**src/rtl/pipe_hazard_ctrl.sv**
```systemverilog
// Stall/flush sequencer for the in-order pipeline, with a watchdogged multi-cycle unit handshake.
// Optional stall-cycle counter enabled by defining HAZARD_PERFCNT_EN.
module pipe_hazard_ctrl #(
   parameter int STAGES     = 5,
   parameter int MC_STAGE   = 2,
   parameter int MC_TIMEOUT = 8,
   parameter int CNT_W      = 4
) (
   input  logic              clk,
   input  logic              reset,
   input  logic [STAGES-1:0] StallReq,
   input  logic [STAGES-1:0] FlushReq,
   input  logic              McStart,
   input  logic              McDone,
   output logic [STAGES-1:0] En,
   output logic [STAGES-1:0] Flush,
   output logic              McBusy,
   output logic              Timeout,
   output logic [31:0]       StallCycles
);

   typedef enum logic [1:0] {IDLE, BUSY, TMO} state_t;

   state_t             state, state_n;
   logic [CNT_W-1:0]   cnt, cnt_n;
   logic               mc_hold;
   logic [STAGES-1:0]  stall_eff, stalled, flush_older, flush_c;
   logic               sacc, facc;

   always_ff @(posedge clk or posedge reset) begin
      if (reset) begin
         state <= IDLE;
         cnt   <= '0;
      end else begin
         state <= state_n;
         cnt   <= cnt_n;
      end
   end

   always_comb begin
      state_n = state;
      cnt_n   = cnt;
      case (state)
         IDLE: if (McStart && !McDone) begin
            state_n = BUSY;
            cnt_n   = '0;
         end
         // Done takes precedence over the watchdog limit
         BUSY: if (McDone)                               state_n = IDLE;
               else if (cnt == CNT_W'(MC_TIMEOUT - 1))   state_n = TMO;
               else                                      cnt_n   = cnt + 1'b1;
         TMO: begin
            state_n = IDLE;
            cnt_n   = '0;
         end
         default: begin
            state_n = IDLE;
            cnt_n   = '0;
         end
      endcase
   end

   always_comb begin
      mc_hold   = (state == BUSY) && !McDone;
      stall_eff = StallReq | ({{(STAGES-1){1'b0}}, mc_hold} << MC_STAGE);
      sacc = 1'b0;
      facc = 1'b0;
      for (int i = STAGES-1; i >= 0; i--) begin
         sacc           = sacc | stall_eff[i];
         stalled[i]     = sacc;
         flush_older[i] = facc;
         facc           = facc | FlushReq[i];
      end
      flush_c = flush_older | {STAGES{state == TMO}};
      // Bubble goes into the first moving stage just past a stall boundary
      for (int i = 1; i < STAGES; i++)
         if (stalled[i-1] && !stalled[i]) flush_c[i] = 1'b1;
   end

   always_comb begin
      En      = reset ? '0 : ~stalled;
      Flush   = reset ? '1 : flush_c;
      McBusy  = (state == BUSY);
      Timeout = (state == TMO);
   end

`ifdef HAZARD_PERFCNT_EN
   logic [31:0] sc;
   always_ff @(posedge clk or posedge reset) begin
      if (reset)                   sc <= '0;
      else if (!En[0] && sc != '1) sc <= sc + 32'd1;
   end
   assign StallCycles = sc;
`else
   assign StallCycles = 32'h0;
`endif

endmodule
```
**config.mk**
```make
export PLATFORM = sky130hd
export DESIGN_NAME = pipe_hazard_ctrl
export DESIGN_NICKNAME = d
export VERILOG_FILES = /design/src/rtl/pipe_hazard_ctrl.sv
export SDC_FILE = /design/constraint.sdc
export NUM_CORES = 1
export LEC_CHECK = 0
export CAP_MARGIN = 0
export CORE_ASPECT_RATIO = 1.4
export CORE_MARGIN = 1
export CORE_UTILIZATION = 32
export DETAILED_ROUTE_END_ITERATION = 16
export PLACE_DENSITY = 0.91
export SKIP_LAST_GASP = 1
export SLEW_MARGIN = 15
export SYNTH_ARGS = -nofsm -noshare
export SYNTH_HDL_FRONTEND = slang
export SYNTH_SLANG_ARGS = --single-unit
```
**constraint.sdc**
```tcl
create_clock -name clk -period 2 [get_ports clk]
set_clock_uncertainty 0.1 [all_clocks]
set_input_delay 0.2 -clock clk [delete_from_list [all_inputs] [get_ports clk]]
set_output_delay 0.2 -clock clk [all_outputs]
set_load 0.05 [all_outputs]
```
==> results of run 1 <==
-- power groups by stage --
stage,clock (mW),sequential [mW],combinational (mW)
final,0.106,0.173,0.324
after floorplan,0,0.166,0.281
after global routing,0.121,0.177,0.345
after global placement,0,0.169,0.306
after CTS,0.113,0.172,0.324
after detailed placement,0,0.175,0.315
-- tightest hold or removal path, cell delays in order --
cell and delay (ns):
sky130_fd_sc_hd__dlygate4sd2_1 0.26, sky130_fd_sc_hd__buf_4 0.14, sky130_fd_sc_hd__nor3_1 0.04
-- flip-flops by register name, indices dropped and copies added, names as in the netlist --
name,cells
cnt,4
state,2
-- repair_timing --
action,CTS,global route
gates cloned,0,0
setup buffers,2,0
hold buffers,0,0
endpoints found under the setup margin,3,4
hold endpoints to repair,0,0
pin swaps,2,2
gates resized for setup,5,2
-- path summary, 6_finish.rpt --
check,startpoint,end,slack [ns]
max,state[0],Flush[2],-0.06
min,McDone,state[1],0.34
max reg2reg,cnt[0],cnt[3],0.34
min reg2reg,state[1],state[0],0.43
max in group asynchronous,reset,state[1],1.25
min in group asynchronous,reset,state[0],0.43
-- metal layers --
metal | share of wire | vias up
met5 | 0 | -
met3 | 0.13 | 0
met2 | 0.59 | 39
li1 | - | 283
met4 | 0 | 0
met1 | 0.28 | 279
-- kinds of logic after synthesis --
| group | synth area share |
|---|---|
| AOI/OAI and AO/OA | 0.142 |
| adders and majority gates | 0.0182 |
| buffers and inverters | 0.388 |
| DFF | 0.219 |
| muxes | 0.0164 |
| other | 0.00546 |
| and+or+nand+nor | 0.211 |
-- cells in the final DEF, fill, tap and decap left out, types with 2 or more instances in the layout --
master                            Yosys  final
sky130_fd_sc_hd__a31o_2               2      2
sky130_fd_sc_hd__and2b_2              2      2
sky130_fd_sc_hd__buf_12               0      7
sky130_fd_sc_hd__buf_4               32     12
sky130_fd_sc_hd__clkbuf_4             0      3
sky130_fd_sc_hd__clkdlybuf4s50_1      0     11
sky130_fd_sc_hd__conb_1               1     32
sky130_fd_sc_hd__dfrtp_1              6      5
sky130_fd_sc_hd__inv_1                7      7
sky130_fd_sc_hd__nand3b_1             2      2
sky130_fd_sc_hd__nor2_1               6      6
sky130_fd_sc_hd__nor3_1               4      3
-- final cells by class --
class,instances,share of cell area
Inverter,7,0.0256
Timing Repair Buffer,32,0.365
Tap cell,21,0.0256
Clock buffer,3,0.0220
Sequential cell,6,0.148
Multi-Input combinational cell,68,0.415
-- through the flow --
step,setup TNS (ns),util
2_1_floorplan,-0.382,-
3_3_place_gp,-0.0147,0.481
3_5_place_dp,-0.0887,0.481
4_1_cts,-0.199,0.514
5_1_grt,-0.301,0.514
6_report,-0.0803,0.514
==> summary.md, run 1 <==
The level count of the clock H-tree was 1; the instance count after placement with tap cells included was 132. The wire length per cell was 11.6 um. The worst setup path is captured at an output port.

The floorplan step set the die width to 41.2 um. The sequential share of power is 0.287, and the depth of the worst register-to-register path is 4. Sorting the synthesized cells by area gives the leading types as sky130_fd_sc_hd__buf_4, sky130_fd_sc_hd__dfrtp_1, sky130_fd_sc_hd__inv_1.

The maximum root-to-sink buffer count is 2, and the instance count along the most critical hold path is 3. Once layout is done, the placed cells without fillers occupy 1030 um^2. After legalization and detailed placement, the total HPWL measured 1330 um. The primary flip-flop cell chosen by synthesis mapping is sky130_fd_sc_hd__dfrtp_1.

The number of instances in the synthesized netlist was 82. Among cell families on the critical path, the largest total delay comes from simple AND/OR/NAND/NOR gates. The detail route stage leaves a number of antenna-violating nets equal to 0. The switching share of power was 0.475. The portion of synthesized cell area occupied by the leading cell type is 0.350, and the post-detailed-placement cell area is 961 um^2. For this design the total switching power over the nets is 0.287 mW. The post-route fraction of the period consumed by the critical path works out to 1.03. Number of antenna violations at the first check in global routing: 0. The fraction of power consumed by the clock network came out at 0.176.

The element type at the critical path start was a register. The first detailed-routing pass took 4 iterations. TritonCTS built the clock tree.

The tools report the area occupied by multi-input gates as 425 um^2. The logs give 687 um^2 for the netlist area before placement and 0.330 mV for the worst vdd rail ir drop. In this run, synthesis produced a sequential element count of 6. The logs give 558 for the number of global-route vias before repair and 3 for the number of buffers created by CTS.

The path class of the tightest hold or removal check is in -> reg. For the sequential fraction of the synthesis area, the log shows 0.219. The area inside the core boundary came out at 2000 um^2. The row count is 19, and the maximum number of pins on one net before global-route repair is 8. The logs give 0.270 for the met2 routing resource usage after global routing and 0.537 for the portion of total power attributed to combinational logic.

Global routing finished with a remaining overflow of 0. The flow ran to the end, but the final reports show violations. The repair_antennas step left the layout with diodes totalling 0.

For the finished layout, the period the worst path requires is 2.06 ns. After the flow finishes, the layout carries non-filler instances totaling 137. The boundary pin count is 58, and the required time reported for the critical path endpoint is 1.70 ns.

The worst stage delay on the critical path works out to 0.47 ns. The detailed router finished its first iteration with 6 violations. The logs give 0.134 for the overall global routing resource usage and 0.344 for the effective utilization at floorplan. For the maximum clock rate, the log shows 485 MHz. The final layout contains 133 nets. Setup violations remaining at the end of the flow were counted as 3.

Power per unit of standard cell area: 587 nW/um^2. The number of maximum-capacitance violations is 0, and the global routing met1 resource utilization is 0.0846. Yosys printed 0 warnings. The clock insertion delay at the later pin of the skew report was 0.24 ns. Port buffering added 24 buffers.

Summed over all layers, the routed wires come to 1590 um. The slowest stage of the critical path belongs to the cell sky130_fd_sc_hd__or4_4. The met3 capacity usage during global routing was 0.0356.

The sequential cell area was 151 um^2; the height of the chip was 56.8 um. The buffer and inverter count on the worst path was 1. After synthesis, the mean cell area works out to 8.38 um^2.

The run gives -0.0600 ns as the minimum setup slack in the final design. The count of cell types in the netlist is 29. The internal portion of the total power is 0.316 mW. The tools report the final-report hold violation count as 0. The logs give 182 for the number of fill cells in the layout and 0.342 ns for the worst hold-check slack.

The leakage power total is 0.510 nW. The first global-routing pass estimated 2100 um of wire. The critical path crosses 4 cells after its start point. The share of synthesized registers carrying an async set or reset was 1.00.

CTS saw 6 sinks. Of all nets on the critical path, the largest fanout is 5. For the overall power after layout, the log shows 0.603 mW. Worst setup path category: reg -> out.

The final reports fail on setup timing. For the area of the die, the log shows 2340 um^2. The commonest cells after synthesis are sky130_fd_sc_hd__buf_4, sky130_fd_sc_hd__inv_1, sky130_fd_sc_hd__dfrtp_1, sky130_fd_sc_hd__nor2_1, sky130_fd_sc_hd__nor3_1. The arrival time at the worst endpoint came out at 1.76 ns. The most heavily used metal layer in global routing is met2.

The layout cell share with drive strength beyond 1 was 0.319. After clock tree synthesis, the clock-pin slew on the worst setup and hold paths is 0.04 ns. The area growth from synthesis to final layout is 49.4%.

The final route contains 601 vias. The cell chosen for the clock root was sky130_fd_sc_hd__clkbuf_4. The number of enable-type register cells in the synthesized netlist was 0. The synthesized design spends more area on one cell type than any other, namely sky130_fd_sc_hd__buf_4. Using the TritonRoute via totals, the vias-per-cell ratio works out to 4.39.

Setup repair after global routing could not meet its margin everywhere. The tools report the number of remaining DRC errors as 0. For the number of pins with negative max-slew slack in the final report, the log shows 0.

OpenSTA, run right after detailed placement, puts the worst setup slack at -0.0374 ns. Routability-driven placement finished with a final weighted congestion of 0.776. The critical path goes through nor3b_4 > or4_4 > o211ai_1 > clkbuf_16. Yosys instantiated no cell more often than sky130_fd_sc_hd__buf_4.
Power figures use the tool's default switching activity.
==> run 2, diff against run 1 <==
--- a/config.mk
+++ b/config.mk
@@ -10,6 +10,7 @@
 export CORE_MARGIN = 1
 export CORE_UTILIZATION = 32
 export DETAILED_ROUTE_END_ITERATION = 16
+export GPL_TIMING_DRIVEN = 0
 export PLACE_DENSITY = 0.91
 export SKIP_LAST_GASP = 1
 export SLEW_MARGIN = 15
==> run 2 against run 1 <==
  * The run still ends with setup timing left
  * Sequential share of layout area shrank 1.3 points
  * Power is 3.5% higher
  * Critical path type unchanged
  * Design area increased by 8.7%
  * Register-to-register slack barely moved
  * First-iteration DRC count is 50% lower
  * Clock-buffer cell count is the same
  * Core utilization increased by 4.4 points
  * Maximum frequency rose by 1.3%
  * Combinational power is 5% higher
==> summary.md, run 2 (synthesis results as in run 1) <==
The run gives -0.0337 ns as the minimum setup slack in the final design. The flow ran to the end, but the final reports show violations. The die extent in x was 41.2 um; the post-detailed-placement cell area was 1090 um^2. Effective utilization at floorplan: 0.344. cnt holds more flip-flops than any other register. The required time reported for the critical path endpoint is 1.70 ns. The tree is rooted in a sky130_fd_sc_hd__clkbuf_4. VDD sags by at most 0.464 mV. Layout cell share with drive strength beyond 1: 0.407. The number of remaining DRC errors is 0. After the flow finishes, the layout carries non-filler instances totaling 161. After routing the design area is 1110 um^2. The diode insertion count for antenna repair was 0. The library cells used most frequently in the layout, excluding fill and tap cells, are sky130_fd_sc_hd__buf_4, sky130_fd_sc_hd__conb_1, sky130_fd_sc_hd__clkdlybuf4s50_1. The height of the chip is 56.8 um, and the number of fill cells in the layout is 177. The number of antenna violations at the first check in global routing is 0, and the boundary pin count is 58. Max-cap violations in this run came to 0. The post-route fraction of the period consumed by the critical path was 1.02; the number of nets in the finished design was 157. The worst setup path is launched from a register. The detailed router finished its first iteration with 3 violations. After clock tree synthesis, the clock-pin slew on the worst setup and hold paths is 0.04 ns. After clock tree synthesis, the flow added hold-fix buffers numbering 0. Total negative slack: -0.0647 ns. The tools report the number of buffers created by CTS as 3. For the maximum clock rate, the log shows 492 MHz.

Counting tap cells, the placed design contains a total of 158 instances. Row generation in the floorplan step produced 19 rows. For the iteration count of the initial detailed-routing pass, the log shows 4. The largest registers in the layout are cnt x4, state x2.

The final weighted congestion in routability-driven placement is 0.779. The number of global-route vias before repair was 538; the leakage power total was 0.632 nW. At the pin with the least slew margin, the transition time is 0.501 ns.

Using the TritonRoute via totals, the vias-per-cell ratio works out to 4.09. For the finished layout, the period the worst path requires is 2.03 ns. Most common library cell in the layout ignoring fill and taps: sky130_fd_sc_hd__buf_4. The number of pins with negative max-slew slack in the final report came out at 0.

TritonCTS built the clock tree. The number of cells on the worst reg-to-reg path is 4. The routed layout has 659 vias.

Clock latency on the worst-skew pair, taken at its later pin, is 0.24 ns. The area growth from synthesis to final layout works out to 62.3%. Number of flip-flops in the largest register: 4. The critical path endpoint category is an output port. The run gives 1 as the level count of the clock H-tree. Setup violations remaining at the end of the flow were counted as 3. The run gives 2060 um as the global-route wire length before repair. The run gives 0 as the final-report hold violation count.

The total overflow left after global routing is 0. The area inside the core boundary was 2000 um^2; the detailed-placement wirelength estimate was 1290 um. The largest fanout of any net on the critical path was 5. The worst hold path belongs to the class in -> async. The worst-case headroom to the max-slew limit was 0.665. The power per unit of standard cell area came out at 559 nW/um^2. The clock passes through at most 2 buffers. The worst setup path category was reg -> out. For this block, the routed nets add up to 1550 um of wire. Arrival time at the worst endpoint: 1.73 ns. Entering global routing, the biggest net connects 8 pins. Setup repair after global routing could not meet its margin everywhere. The tools report the number of clock sinks as 6. The post-route core utilization is 0.558. The final reports fail on setup timing.

The overall global routing resource usage is 0.128. The run gives 2340 um^2 as the area of the die. The detail route stage leaves a number of antenna-violating nets equal to 0. The count of buffers added on input and output ports is 24. The wire length per cell was 9.65 um; the overall power after layout was 0.624 mW.
## run 2: cell count changes in the layout (fill, tap and decap cells not counted), sizes merged
cell	before	now
clkdlybuf4s15	0	1
dlygate4sd2	1	3
dlymetal6s2s	0	1
clkdlybuf4s50	11	12
clkbuf	4	3
buf	19	39
## run 2: final timing paths
check | startpoint | endpoint | slack (ns)
setup reg to reg | cnt[0] | cnt[3] | 0.33
max in group asynchronous | reset | cnt[2] | 1.23
hold / removal | reset | cnt[0] | 0.36
setup / recovery | state[0] | Flush[1] | -0.03
min in group clk | cnt[3] | cnt[3] | 0.43
hold reg to reg | cnt[3] | cnt[3] | 0.43
## run 2: worst max-delay path, stage by stage (launching register included)
cell                       delay, ns
sky130_fd_sc_hd__dfrtp_1        0.40
sky130_fd_sc_hd__nor3b_2        0.19
sky130_fd_sc_hd__or4_4          0.48
sky130_fd_sc_hd__o311ai_4       0.24
sky130_fd_sc_hd__buf_6          0.19
## run 2: per-layer routing
metal  track usage  share of wire  vias to the layer above
li1              -              -                      330
met1         0.101           0.30                      286
met2         0.228           0.50                       39
met3        0.0356           0.18                        4
met4         0.101          0.021                        0
met5             0              0                        -
## run 2: stage by stage
stage,hold WS [ns],setup slack (ns)
floorplan,-0.101,-0.179
global placement,0.399,-0.659
detailed placement,0.433,-0.657
CTS,0.364,-0.130
global route,0.408,-0.0999
finish,0.358,-0.0337
## run 2: power breakdown
group | leakage, nW | internal [mW] | switching (mW)
Combinational | 0.538 | 0.121 | 0.220
Sequential | 0.0797 | 0.145 | 0.0272
Clock | 0.0138 | 0.0678 | 0.0421
## run 2: what timing repair did
item,4_1_cts,5_1_grt
pin swaps,0,1
gates cloned,0,0
setup buffers,0,0
setup endpoints to repair,11,8
gates resized for setup,43,12
## run 2: final cells by class
class	instances	area (um^2)	share of cell area
tap	21	26.3	0.0236
sequential	6	150	0.135
buffer	32	240	0.215
timing repair buffer	24	225	0.202
clock buffer	3	22.5	0.0202
inverter	7	26.3	0.0236
multi-input combinational	68	424	0.380
==> run 3, diff against run 2 <==
--- a/config.mk
+++ b/config.mk
@@ -10,6 +10,7 @@
 export CORE_MARGIN = 1
 export CORE_UTILIZATION = 32
 export DETAILED_ROUTE_END_ITERATION = 16
+export GPL_ROUTABILITY_DRIVEN = 0
 export GPL_TIMING_DRIVEN = 0
 export PLACE_DENSITY = 0.91
 export SKIP_LAST_GASP = 1
==> results of run 3 <==
Final layout, timing and power as in run 2 (identical DEF).
